--- config.mk ---
export PLATFORM = sky130hd
export DESIGN_NAME = edge_slope_setup_flat
export DESIGN_NICKNAME = d
export VERILOG_FILES = /design/src/rtl/edge_slope_setup_if.sv /design/src/rtl/edge_slope_setup.sv /design/src/flat_wrapper.sv
export SDC_FILE = /design/constraint.sdc
export NUM_CORES = 1
export LEC_CHECK = 0
export BUFFER_PORTS_ARGS = -buffer_cell sky130_fd_sc_hd__buf_2
export CAP_MARGIN = 5
export CELL_PAD_IN_SITES_DETAIL_PLACEMENT = 1
export CELL_PAD_IN_SITES_GLOBAL_PLACEMENT = 2
export CORE_MARGIN = 8
export CORE_UTILIZATION = 30
export CTS_CLUSTER_SIZE = 25
export DETAILED_ROUTE_END_ITERATION = 7
export GPL_TIMING_DRIVEN = 0
export HOLD_SLACK_MARGIN = 0.05
export PLACE_DENSITY_LB_ADDON = 0.05
export SLEW_MARGIN = 10
export SYNTH_ARGS = -nofsm -noshare
export SYNTH_HDL_FRONTEND = slang
export SYNTH_SLANG_ARGS = --single-unit
--- constraint.sdc ---
create_clock -name i_clk -period 4.6 [get_ports i_clk]
set_clock_uncertainty 0.05 [all_clocks]
set_input_delay 1.38 -clock i_clk [delete_from_list [all_inputs] [get_ports i_clk]]
set_output_delay 1.38 -clock i_clk [all_outputs]
set_load 0.02 [all_outputs]
--- src/rtl/edge_slope_setup_if.sv ---
// Divider handshake bundle between edge_slope_setup (master side) and the shared divider (slave).
interface edge_slope_setup_if #(
  parameter int unsigned DIV_WIDTH = 16
) ();
  logic                 div_start;
  logic [DIV_WIDTH-1:0] div_dividend;
  logic [DIV_WIDTH-1:0] div_divisor;
  logic                 div_ready;
  logic                 div_valid;
  logic [DIV_WIDTH-1:0] div_quotient;
  logic [DIV_WIDTH-1:0] div_remainder;

  modport master (output div_start, div_dividend, div_divisor,
                  input  div_ready, div_valid, div_quotient, div_remainder);
  modport slave  (input  div_start, div_dividend, div_divisor,
                  output div_ready, div_valid, div_quotient, div_remainder);
endinterface

--- src/rtl/edge_slope_setup.sv ---
// Triangle setup: signed, rounded inverse slopes dx/dy for edges 01, 02, 12 of a y-sorted
// triangle, computed one division at a time through a shared unsigned divider.
module edge_slope_setup #(
  parameter int unsigned COORD_WIDTH = 8,
  parameter int unsigned FRAC_BITS   = 8,
  parameter int unsigned DIV_WIDTH   = 16
) (
  input  logic                   i_clk,
  input  logic                   i_reset_n,
  input  logic                   i_start,
  input  logic [COORD_WIDTH-1:0] i_x0,
  input  logic [COORD_WIDTH-1:0] i_y0,
  input  logic [COORD_WIDTH-1:0] i_x1,
  input  logic [COORD_WIDTH-1:0] i_y1,
  input  logic [COORD_WIDTH-1:0] i_x2,
  input  logic [COORD_WIDTH-1:0] i_y2,
  output logic                   o_ready,
  output logic                   o_valid,
  output logic [DIV_WIDTH:0]     o_slope01,
  output logic [DIV_WIDTH:0]     o_slope02,
  output logic [DIV_WIDTH:0]     o_slope12,
  output logic [2:0]             o_flat,
  output logic                   o_error,
  edge_slope_setup_if.master     div_if
);

  typedef enum logic [2:0] {StIdle, StCheck, StIssue, StWait, StDone} state_e;

  state_e                 r_state, w_state;
  logic [1:0]             r_edge, w_edge;
  logic [COORD_WIDTH-1:0] r_x0, r_y0, r_x1, r_y1, r_x2, r_y2;
  logic [DIV_WIDTH:0]     r_slope01, r_slope02, r_slope12;
  logic [2:0]             r_flat;
  logic                   r_error, r_valid, r_div_start;
  logic [DIV_WIDTH-1:0]   r_dividend, r_divisor;

  logic [COORD_WIDTH-1:0] w_xa, w_ya, w_xb, w_yb, w_dx_abs, w_dy;
  logic                   w_dx_neg, w_round;
  logic [DIV_WIDTH-1:0]   w_dividend, w_divisor;
  logic [DIV_WIDTH:0]     w_rem2, w_mag, w_rounded, w_store_slope;
  logic w_valid, w_div_start, w_accept, w_load_ops, w_err_set, w_err_clr;
  logic w_store, w_store_flat, w_advance;

  // Endpoints of the edge currently being set up
  always_comb begin
    unique case (r_edge)
      2'd0:    begin w_xa = r_x0; w_ya = r_y0; w_xb = r_x1; w_yb = r_y1; end
      2'd1:    begin w_xa = r_x0; w_ya = r_y0; w_xb = r_x2; w_yb = r_y2; end
      default: begin w_xa = r_x1; w_ya = r_y1; w_xb = r_x2; w_yb = r_y2; end
    endcase
  end

  assign w_dx_neg   = (w_xb < w_xa);
  assign w_dx_abs   = w_dx_neg ? (w_xa - w_xb) : (w_xb - w_xa);
  assign w_dy       = w_yb - w_ya;
  assign w_dividend = DIV_WIDTH'(w_dx_abs) << FRAC_BITS;
  assign w_divisor  = DIV_WIDTH'(w_dy);

  // Round to nearest: bump the quotient when the remainder is at least half the divisor
  assign w_rem2     = {div_if.div_remainder, 1'b0};
  assign w_round    = (w_rem2 >= {1'b0, r_divisor});
  assign w_mag      = {1'b0, div_if.div_quotient} + (DIV_WIDTH+1)'(w_round);
  assign w_rounded  = w_dx_neg ? -w_mag : w_mag;

  always_comb begin
    w_state       = r_state;
    w_edge        = r_edge;
    w_valid       = 1'b0;
    w_div_start   = 1'b0;
    w_accept      = 1'b0;
    w_load_ops    = 1'b0;
    w_err_set     = 1'b0;
    w_err_clr     = 1'b0;
    w_store       = 1'b0;
    w_store_slope = '0;
    w_store_flat  = 1'b0;
    w_advance     = 1'b0;
    case (r_state)
      StIdle: begin
        if (i_start) begin
          w_accept = 1'b1;
          w_state  = StCheck;
        end
      end
      StCheck: begin
        if ((r_y0 > r_y1) || (r_y1 > r_y2)) begin
          w_err_set = 1'b1;
          w_valid   = 1'b1;
          w_state   = StDone;
        end else begin
          w_err_clr = 1'b1;
          w_edge    = 2'd0;
          w_state   = StIssue;
        end
      end
      StIssue: begin
        if (w_dy == '0) begin
          w_store      = 1'b1;
          w_store_flat = 1'b1;
          w_advance    = 1'b1;
        end else if (div_if.div_ready) begin
          w_div_start = 1'b1;
          w_load_ops  = 1'b1;
          w_state     = StWait;
        end
      end
      StWait: begin
        if (div_if.div_valid) begin
          w_store       = 1'b1;
          w_store_slope = w_rounded;
          w_advance     = 1'b1;
        end
      end
      StDone:  w_state = StIdle;
      default: w_state = StIdle;
    endcase
    if (w_advance) begin
      if (r_edge == 2'd2) begin
        w_state = StDone;
        w_valid = 1'b1;
      end else begin
        w_edge  = r_edge + 2'd1;
        w_state = StIssue;
      end
    end
  end

  always_ff @(posedge i_clk or negedge i_reset_n) begin
    if (!i_reset_n) begin
      r_state <= StIdle;
    end else begin
      r_state <= w_state;
    end
  end

  always_ff @(posedge i_clk or negedge i_reset_n) begin
    if (!i_reset_n) begin
      r_edge      <= '0;
      r_valid     <= 1'b0;
      r_div_start <= 1'b0;
      r_x0        <= '0;
      r_y0        <= '0;
      r_x1        <= '0;
      r_y1        <= '0;
      r_x2        <= '0;
      r_y2        <= '0;
      r_dividend  <= '0;
      r_divisor   <= '0;
      r_slope01   <= '0;
      r_slope02   <= '0;
      r_slope12   <= '0;
      r_flat      <= '0;
      r_error     <= 1'b0;
    end else begin
      r_edge      <= w_edge;
      r_valid     <= w_valid;
      r_div_start <= w_div_start;
      if (w_accept) begin
        r_x0 <= i_x0;
        r_y0 <= i_y0;
        r_x1 <= i_x1;
        r_y1 <= i_y1;
        r_x2 <= i_x2;
        r_y2 <= i_y2;
      end
      if (w_load_ops) begin
        r_dividend <= w_dividend;
        r_divisor  <= w_divisor;
      end
      if (w_err_set) begin
        r_slope01 <= '0;
        r_slope02 <= '0;
        r_slope12 <= '0;
        r_flat    <= '0;
        r_error   <= 1'b1;
      end
      if (w_err_clr) begin
        r_error <= 1'b0;
      end
      if (w_store) begin
        unique case (r_edge)
          2'd0:    begin r_slope01 <= w_store_slope; r_flat[0] <= w_store_flat; end
          2'd1:    begin r_slope02 <= w_store_slope; r_flat[1] <= w_store_flat; end
          default: begin r_slope12 <= w_store_slope; r_flat[2] <= w_store_flat; end
        endcase
      end
    end
  end

  assign o_ready             = (r_state == StIdle);
  assign o_valid             = r_valid;
  assign o_slope01           = r_slope01;
  assign o_slope02           = r_slope02;
  assign o_slope12           = r_slope12;
  assign o_flat              = r_flat;
  assign o_error             = r_error;
  assign div_if.div_start    = r_div_start;
  assign div_if.div_dividend = r_dividend;
  assign div_if.div_divisor  = r_divisor;

endmodule

--- src/flat_wrapper.sv ---
// flat-port wrapper written by rule: the top's interface ports become plain ports
module edge_slope_setup_flat 
#(
  parameter int unsigned COORD_WIDTH = 8,
  parameter int unsigned FRAC_BITS   = 8,
  parameter int unsigned DIV_WIDTH   = 16
)
  (i_clk, i_reset_n, i_start, i_x0, i_y0, i_x1, i_y1, i_x2, i_y2, o_ready, o_valid, o_slope01, o_slope02, o_slope12, o_flat, o_error, div_if_div_start, div_if_div_dividend, div_if_div_divisor, div_if_div_ready, div_if_div_valid, div_if_div_quotient, div_if_div_remainder);
  edge_slope_setup_if #(.DIV_WIDTH(DIV_WIDTH)) div_if_i ();
  input  logic i_clk;
  input  logic i_reset_n;
  input  logic i_start;
  input  logic [COORD_WIDTH-1:0] i_x0;
  input  logic [COORD_WIDTH-1:0] i_y0;
  input  logic [COORD_WIDTH-1:0] i_x1;
  input  logic [COORD_WIDTH-1:0] i_y1;
  input  logic [COORD_WIDTH-1:0] i_x2;
  input  logic [COORD_WIDTH-1:0] i_y2;
  output logic o_ready;
  output logic o_valid;
  output logic [DIV_WIDTH:0] o_slope01;
  output logic [DIV_WIDTH:0] o_slope02;
  output logic [DIV_WIDTH:0] o_slope12;
  output logic [2:0] o_flat;
  output logic o_error;
  output wire logic [$bits(div_if_i.div_start)-1:0] div_if_div_start;
  output wire logic [$bits(div_if_i.div_dividend)-1:0] div_if_div_dividend;
  output wire logic [$bits(div_if_i.div_divisor)-1:0] div_if_div_divisor;
  input wire logic [$bits(div_if_i.div_ready)-1:0] div_if_div_ready;
  input wire logic [$bits(div_if_i.div_valid)-1:0] div_if_div_valid;
  input wire logic [$bits(div_if_i.div_quotient)-1:0] div_if_div_quotient;
  input wire logic [$bits(div_if_i.div_remainder)-1:0] div_if_div_remainder;
  assign div_if_div_start = div_if_i.div_start;
  assign div_if_div_dividend = div_if_i.div_dividend;
  assign div_if_div_divisor = div_if_i.div_divisor;
  assign div_if_i.div_ready = div_if_div_ready;
  assign div_if_i.div_valid = div_if_div_valid;
  assign div_if_i.div_quotient = div_if_div_quotient;
  assign div_if_i.div_remainder = div_if_div_remainder;
  edge_slope_setup #(.COORD_WIDTH(COORD_WIDTH), .FRAC_BITS(FRAC_BITS), .DIV_WIDTH(DIV_WIDTH)) u_core (.i_clk(i_clk), .i_reset_n(i_reset_n), .i_start(i_start), .i_x0(i_x0), .i_y0(i_y0), .i_x1(i_x1), .i_y1(i_y1), .i_x2(i_x2), .i_y2(i_y2), .o_ready(o_ready), .o_valid(o_valid), .o_slope01(o_slope01), .o_slope02(o_slope02), .o_slope12(o_slope12), .o_flat(o_flat), .o_error(o_error), .div_if(div_if_i));
endmodule
# Word level (Yosys, flattened, before mapping)
# Cells that the tools add are included.
# word_totals
ff_bits	126
input_bits	85
output_inout_bits	90
elab_cells	93
# op_classes
addsub	6
n_lt_le_gt_ge	4
n_eq_ne	9
n_mux	50
n_reduce_logical	7
# op_table
cell	n
$mux W17	12
$mux W8	5
$mux W3	8
$sub A8 B8 Y8	3
$mux W1	19
$add A16 B1 Y17	1
$ge A17 B8 Y1	1
$neg A17 Y17	1
$gt A8 B8 Y1	2
$pmux W3 S4	1
$ne A3 B2 Y1 const B	3
$logic_not A8 Y1	1
$lt A8 B8 Y1	1
$mux W2	4
$eq A3 B2 Y1 const B	2
$reduce_and A4 Y1	1
$eq A3 B1 Y1 const B	1
$logic_not A3 Y1	1
$add A2 B1 Y2 const B	1
$eq A2 B1 Y1 const B	1
$eq A2 B2 Y1 const B	1
$logic_not A2 Y1	1
$ne A2 B1 Y1 const B	1
$pmux W1 S2	1
other kinds (3)	3

# Longest topological paths before layout
# Gate-level depths: netlist (run 1).
# logic_depth
ltp_word	9
mapped_depth	20
ltp_nobuf	18

# Worst setup path before layout (run 1)
# Ideal clock, no wire load.
# synth_timing
path_type	input to register
from	in div_if_div_remainder[0]
to	reg u_core.r_slope02[16], in the netlist u_core.o_slope02[16]
setup_time_ps	143
arrival_ps	4758
required_time_ps	4407
setup_slack_ps	-351
cell_stages	18
path_buffers	2
cell_sequence	ha_1 > nor2b_1 > o21a_1 > o21a_1 > o21a_1 > o21a_1 > o21ai_0 > a21oi_1 > ha_1 > ha_1 > buf_2 > a2111oi_0 > a21oi_1 > or3_1 > a21oi_1 > buf_2 > mux2i_1 > o221ai_1
# synth_via
elab_chain_len	8
# synth_rtl
element	line	text
start: declaration	flat_wrapper.sv:32	input wire logic [$bits(div_if_i.div_remainder)-1:0] div_if_div_remainder;
$ge A17 B8 Y1 (*)	edge_slope_setup.sv:61	assign w_round = (w_rem2 >= {1'b0, r_divisor});
$add A16 B1 Y17 (*)	edge_slope_setup.sv:62	assign w_mag = {1'b0, div_if.div_quotient} + (DIV_WIDTH+1)'(w_round);
$neg A17 Y17	edge_slope_setup.sv:63	assign w_rounded = w_dx_neg ? -w_mag : w_mag;
$mux W17 (*)	edge_slope_setup.sv:63	
$mux W17 (*)	edge_slope_setup.sv:108	if (div_if.div_valid) begin
$mux W17 (*)	edge_slope_setup.sv:78	case (r_state)
$mux W17 (*)	edge_slope_setup.sv:181	unique case (r_edge)
$mux W17 (*)	edge_slope_setup.sv:180	if (w_store) begin
end signal: assignment	edge_slope_setup.sv:183	2'd1: begin r_slope02 <= w_store_slope; r_flat[1] <= w_store_flat; end
end: declaration	edge_slope_setup.sv:32	logic [DIV_WIDTH:0] r_slope01, r_slope02, r_slope12;
# Mark *: on every way between the ends. The rest lies on a longest branch, timed or not.
# A chain may end at the register's enable or synchronous reset.

# Worst setup path after layout (run 1)
# layout_timing
from	in div_if_div_remainder[0]
to	reg u_core.r_slope12[14], in the netlist u_core.o_slope12[14]
# layout_via
elab_chain_len	8
# layout_rtl
element	line	text
$ge A17 B8 Y1 (*)	edge_slope_setup.sv:61	
$add A16 B1 Y17 (*)	edge_slope_setup.sv:62	
$neg A17 Y17	edge_slope_setup.sv:63	
$mux W17 (*)	edge_slope_setup.sv:63	
$mux W17 (*)	edge_slope_setup.sv:108	
$mux W17 (*)	edge_slope_setup.sv:78	
$mux W17 (*)	edge_slope_setup.sv:181	
$mux W17 (*)	edge_slope_setup.sv:180	
end signal: assignment	edge_slope_setup.sv:184	default: begin r_slope12 <= w_store_slope; r_flat[2] <= w_store_flat; end
end: declaration	edge_slope_setup.sv:32	
# Marks and branches as above.

==> impl_metrics.csv, run 1 <==
group,metric,value,unit
floorplanning,initial_core_util,30.1,%
yosys,syn_area,8280,sq um
timing,finalHoldViolations,0,
grt,grt_overflow,0,
grt,grt_use_total,17.9,%
timing,postLayoutSetupSlackWorst,-0.0885,ns
clocking,h-tree-depth,4,
floorplanning,fp.dieW,182,um
min_path,hp-class,"reg2reg",
timing,setup_violations,14,
timing,rsz0062_at_grt,"true",
grt,grt_max_degree,83,
yosys,synth.largest_area_cell,"dfrtp_1",
status,status,"finished, violations left",
yosys,synth_edf_count,0,
setup_path,r2r-start,"u_core.r_edge[0]",
yosys,yosysSeqAreaShare,38.1,%
setup_path,end_kind,"flop",
route,ant_nets,0,
clocking,cts.sinks,126,
yosys,synth_cell_type_count,68,
yosys,avgSynthCellArea,9.21,sq um
cells_and_area,synthToLayoutAreaGrowth,30.4,%
yosys,synth-main-ff-cell,"dfrtp_1",
min_path,min-delay-start,"u_core.o_flat[1]",
setup_path,critPathRequiredTime,4.83,ns
cells_and_area,nNetsFinal,1243,
route,wl_per_cell,20.0,um
yosys,synth-seq-cells,126,
pwr,p_leak,5.04,nW
clocking,cts-root-buf,"clkbuf_16",
placed_design,gp_congestion,0.792,
job,maxCapViolCount,0,
cells_and_area,final_common_cell,"buf_2",
timing,max_freq,0.213,GHz
cells_and_area,antennaDiodeCount,0,
timing,fin_setup_tns,-0.487,ns
pwr,power_density,870,nW/um^2
timing,slew_viol_final,0,
timing,tightestPinTransition,0.790,ns
placed_design,io_buffers,154,
clocking,clock_latency,0.43,ns
route,vias_per_cell,5.04,
placed_design,dp_hpwl,22500,um
yosys,yosys-top-cells-area,"dfrtp_1, ha_1, mux2_2, mux2i_1, o21ai_0",
clocking,cts_tree,"yes",
clocking,cts.path.max_buffers,2,
route,first_pass_iters,4,
grt,antenna_found_initial,0,
route,drt_iter0_drc,324,
floorplanning,row_count,61,
cells_and_area,nFillCells,3235,
floorplanning,core-area,27500,sq um
timing,relSlewSlack,47.2,%
yosys,synthArstFlopShare,100,%
grt,grt_pass1_vias,8052,
clocking,cts_buffers,17,
yosys,synth_top_area_share,38.1,%
pwr,finalPower,9.39,mW
cells_and_area,drive_above_1_share,31.4,%
setup_path,cp-startpoint,"div_if_div_remainder[0]",
setup_path,critPathMaxFanout,6,
timing,period_minus_slack,4.69,ns
route,num_vias,7394,
floorplanning,die-area,33200,sq um
floorplanning,chipHeight,182,um
setup_path,critPathKind,"in2reg",
clocking,clkTransAtPathRegs,0.07,ns
yosys,yosys_warnings,0,
setup_path,worstSetupStartpointType,"input port",
floorplanning,io_pins,175,
route,finalWirelength,29400,um
timing,holdWs,0.447,ns
yosys,syn-instance-count,899,
grt,grt_pass1_wl,46600,um
cells_and_area,final_cell_mix,"buf_2, dfrtp_1, nand2_1",
route,drc_errors,0,
status,failed_checks,"setup timing",
timing,period_share,102,%
setup_path,cp.arrival,4.92,ns
pwr,peakVddDrop,0.305,mV
## power by group
part	leakage [nW]	switching, mW	internal, mW
clock network	0.297	0.582	0.865
registers	1.61	0.333	1.58
logic	3.14	3.66	2.37
total	5.04	4.57	4.81
## through the flow
stage	std cells	area [sq um]	utilization, %	setup WS (ns)
2_1_floorplan	914	8420	-	-0.143
3_3_place_gp	1414	9620	35.0	-1.58
3_5_place_dp	1415	9660	35.1	-1.57
4_1_cts	1464	10700	38.8	-0.110
5_1_grt	1466	10800	39.3	-0.266
6_report	1466	10800	39.3	-0.0885
## Yosys cell counts (6+ instances only)
library cell,n
a21oi_1,28
a31oi_1,7
and2_1,9
buf_1,6
buf_2,6
buf_4,17
clkbuf_1,32
dfrtp_1,126
ha_1,48
inv_1,68
mux2_2,46
mux2i_1,46
nand2_1,94
nand3_1,43
nand4_1,29
nor2_1,37
nor2b_1,7
nor3_1,18
o211ai_1,11
o21a_1,11
o21ai_0,74
o22ai_1,7
xnor2_1,25
xor2_1,9
## critical path: stages
cell      delay [ns]
buf_6           0.10
ha_4            0.22
nor2b_4         0.12
o21a_1          0.17
o21a_1          0.17
o21a_1          0.16
o21a_1          0.18
o21ai_2         0.16
a21oi_4         0.11
ha_4            0.19
ha_4            0.18
buf_6           0.14
a31oi_4         0.18
a21oi_4         0.05
o31a_1          0.36
or3_4           0.43
a21oi_4         0.15
buf_6           0.16
mux2i_1         0.20
o221ai_1        0.13
## state kept, by name, indices dropped and copies added (netlist names), 2 cells and up
register / count
u_core.div_if.div_dividend: 8
u_core.div_if.div_divisor: 8
u_core.o_flat: 3
u_core.o_slope01: 17
u_core.o_slope02: 17
u_core.o_slope12: 17
u_core.r_edge: 2
u_core.r_state: 3
u_core.r_x0: 8
u_core.r_x1: 8
u_core.r_x2: 8
u_core.r_y0: 8
u_core.r_y1: 8
u_core.r_y2: 8
## final timing paths
kind	slack, ns	endpoint	depth (start not counted)
max	-0.09	u_core.o_slope12[14]	20
min in group asynchronous	0.83	u_core.o_slope02[8]	1
max reg2reg	0.29	u_core.div_if.div_dividend[12]	15
min reg2reg	0.45	u_core.o_flat[1]	2
max in group asynchronous	2.83	u_core.o_slope12[15]	2
min	0.45	u_core.o_flat[1]	2
## metal layers
layer | GRT usage (%) | wire, um | up-vias
met5 | 0 | 0 | -
met1 | 22.5 | 13400 | 3648
met2 | 30.7 | 14500 | 120
met4 | 5.08 | 471 | 0
met3 | 3.50 | 966 | 26
li1 | - | - | 3600
## area by class of cell
type | count | area, sq um | share of cell area (%)
multi-input combinational | 659 | 5020 | 46.5
sequential | 126 | 3150 | 29.2
timing repair buffer | 177 | 1000 | 9.26
tap | 346 | 433 | 4.01
clock buffer | 18 | 429 | 3.97
buffer | 58 | 317 | 2.93
inverter | 68 | 258 | 2.39
clock inverter | 14 | 184 | 1.70
## logic make-up (layout without fill, tap and decap cells)
logic type                 Yosys count  count (layout)  synth area share, %
and+or+nand+nor                    279             279                 17.1
muxes                               92              92                 11.8
xor gates and xnor gates            34              34                 3.60
adders and majority gates           51              51                 7.98
buffers and inverters              129             335                 6.71
DFF                                126             126                 38.1
AOI/OAI and AO/OA                  187             187                 14.6
other                                1              16               0.0453
## timing repair
| action | in CTS | in global routing |
|---|---|---|
| pin swaps | 12 | 28 |
| endpoints found under the hold margin | 0 | 0 |
| setup endpoints to repair | 77 | 68 |
| gates cloned | 1 | 0 |
| resized for setup | 52 | 42 |
| hold buffers | 0 | 0 |
| buffers inserted | 18 | 4 |
No activity file was read; power rests on OpenSTA's default activity.
==> inputs of run 2 (changes only) <==
- BUFFER_PORTS_ARGS: -buffer_cell sky130_fd_sc_hd__buf_2 -> -buffer_cell sky130_fd_sc_hd__buf_4
==> impl_metrics.csv, run 2 (synthesized netlist as in run 1, its figures left out) <==
group,metric,value,unit
pwr,power_density,839,nW/um^2
timing,period_minus_slack,4.69,ns
route,wl_per_cell,19.8,um
route,num_vias,7356,
route,drt_iter0_drc,343,
placed_design,io_buffers,154,
timing,fin_setup_tns,-0.251,ns
clocking,clkTransAtPathRegs,0.06,ns
timing,tightestPinTransition,0.750,ns
route,first_pass_iters,4,
placed_design,gp_congestion,0.817,
route,ant_nets,0,
floorplanning,chipHeight,182,um
cells_and_area,synthToLayoutAreaGrowth,34.5,%
cells_and_area,final_cells,1468,
floorplanning,core-area,27500,sq um
route,drc_errors,0,
grt,grt_pass1_wl,46300,um
setup_path,end_kind,"flop",
cells_and_area,final_common_cell,"buf_4",
grt,grt_max_degree,66,
placed_design,placed_cells,1415,
clocking,h-tree-depth,4,
placed_design,pre_cts_ws,-1.54,ns
timing,slew_viol_final,0,
grt,grt_pass1_vias,7897,
clocking,cts_buffers,17,
setup_path,worstSetupStartpointType,"input port",
clocking,cts.path.max_buffers,2,
pwr,peakVddDrop,0.338,mV
grt,grt_overflow,0,
cells_and_area,post-route-util,40.5,%
min_path,hp-class,"reg2reg",
placed_design,dp_hpwl,22500,um
clocking,cts_tree,"yes",
cells_and_area,nFillCells,3186,
floorplanning,fp.dieW,182,um
cells_and_area,final_cell_mix,"buf_4, dfrtp_1, nand2_1",
clocking,clock_latency,0.42,ns
floorplanning,initial_core_util,30.1,%
route,vias_per_cell,5.01,
status,failed_checks,"setup timing",
floorplanning,row_count,61,
setup_path,r2r_setup_slack,0.35,ns
timing,period_share,102,%
pwr,p_leak,5.10,nW
cells_and_area,antennaDiodeCount,0,
status,status,"finished, violations left",
route,finalWirelength,29000,um
timing,finalHoldViolations,0,
timing,setup_violations,8,
setup_path,critPathKind,"in2reg",
floorplanning,die-area,33200,sq um
timing,relSlewSlack,49.9,%
timing,max_freq,0.213,GHz
cells_and_area,drive_above_1_share,31.2,%
setup_path,critPathRequiredTime,4.90,ns
floorplanning,io_pins,175,
job,maxCapViolCount,0,
setup_path,cp.arrival,4.99,ns
clocking,cts.sinks,126,
grt,antenna_found_initial,0,
cells_and_area,nNetsFinal,1245,
pwr,finalPower,9.34,mW
timing,postLayoutSetupSlackWorst,-0.0855,ns
clocking,cts-root-buf,"clkbuf_16",
grt,grt_use_total,17.7,%
setup_path,critPathMaxFanout,5,
timing,rsz0062_at_grt,"true",
run 2: cell type report:
type / instances / area, sq um / share of cell area (%)
buffer: 58 / 317 / 2.84
clock buffer: 19 / 443 / 3.98
clock inverter: 13 / 153 / 1.37
inverter: 68 / 258 / 2.32
multi-input combinational: 659 / 4980 / 44.7
sequential: 126 / 3150 / 28.3
tap: 346 / 433 / 3.89
timing repair buffer: 179 / 1400 / 12.6
run 2: critical path: stages:
cell     delay (ns)
buf_6          0.10
ha_4           0.22
nor2b_4        0.12
o21a_1         0.17
o21a_1         0.17
o21a_1         0.17
o21a_1         0.18
o21ai_2        0.16
a21oi_4        0.11
ha_4           0.19
ha_4           0.19
buf_6          0.12
buf_6          0.11
and3_4         0.14
a21oi_2        0.15
o31a_1         0.24
or3_4          0.19
a21oi_4        0.04
buf_6          0.13
buf_6          0.11
or4_1          0.51
nand3_1        0.09
run 2: worst paths after layout:
check                                              from                             end  cells after the start
worst min register to register         u_core.o_flat[1]                u_core.o_flat[1]                      2
worst max register to register         u_core.r_edge[0]  u_core.div_if.div_dividend[15]                     15
min in group asynchronous                     i_reset_n             u_core.o_slope02[8]                      1
worst min-delay path                   u_core.o_flat[1]                u_core.o_flat[1]                      2
max in group asynchronous                     i_reset_n                  u_core.r_y1[4]                      2
worst max-delay path            div_if_div_remainder[0]            u_core.o_slope12[12]                     22
run 2: per-layer routing:
| layer | wire length [um] | up-vias | track usage [%] |
|---|---|---|---|
| li1 | - | 3600 | - |
| met1 | 13400 | 3627 | 22.5 |
| met2 | 14400 | 114 | 30.5 |
| met3 | 1020 | 15 | 3.88 |
| met4 | 243 | 0 | 3.54 |
| met5 | 0 | - | 0 |
run 2: repair_timing:
action | 4_1_cts | 5_1_grt
buffers inserted | 22 | 1
gates cloned | 1 | 0
hold buffers | 0 | 0
setup endpoints to repair | 77 | 65
pin swaps | 18 | 21
gates resized for setup | 61 | 29
hold endpoints to repair | 0 | 0
run 2: power breakdown:
| group | switching (mW) | internal (mW) |
|---|---|---|
| sequential | 0.346 | 1.58 |
| clock | 0.580 | 0.828 |
| combinational | 3.59 | 2.41 |
| total | 4.52 | 4.82 |
run 2: through the flow:
step | hold slack (ns) | cell area, sq um
3_3_place_gp | 0.434 | 10000
3_5_place_dp | 0.434 | 10000
4_1_cts | 0.448 | 11000
6_report | 0.443 | 11100
2_1_floorplan | 0.427 | 8420
5_1_grt | 0.472 | 11100
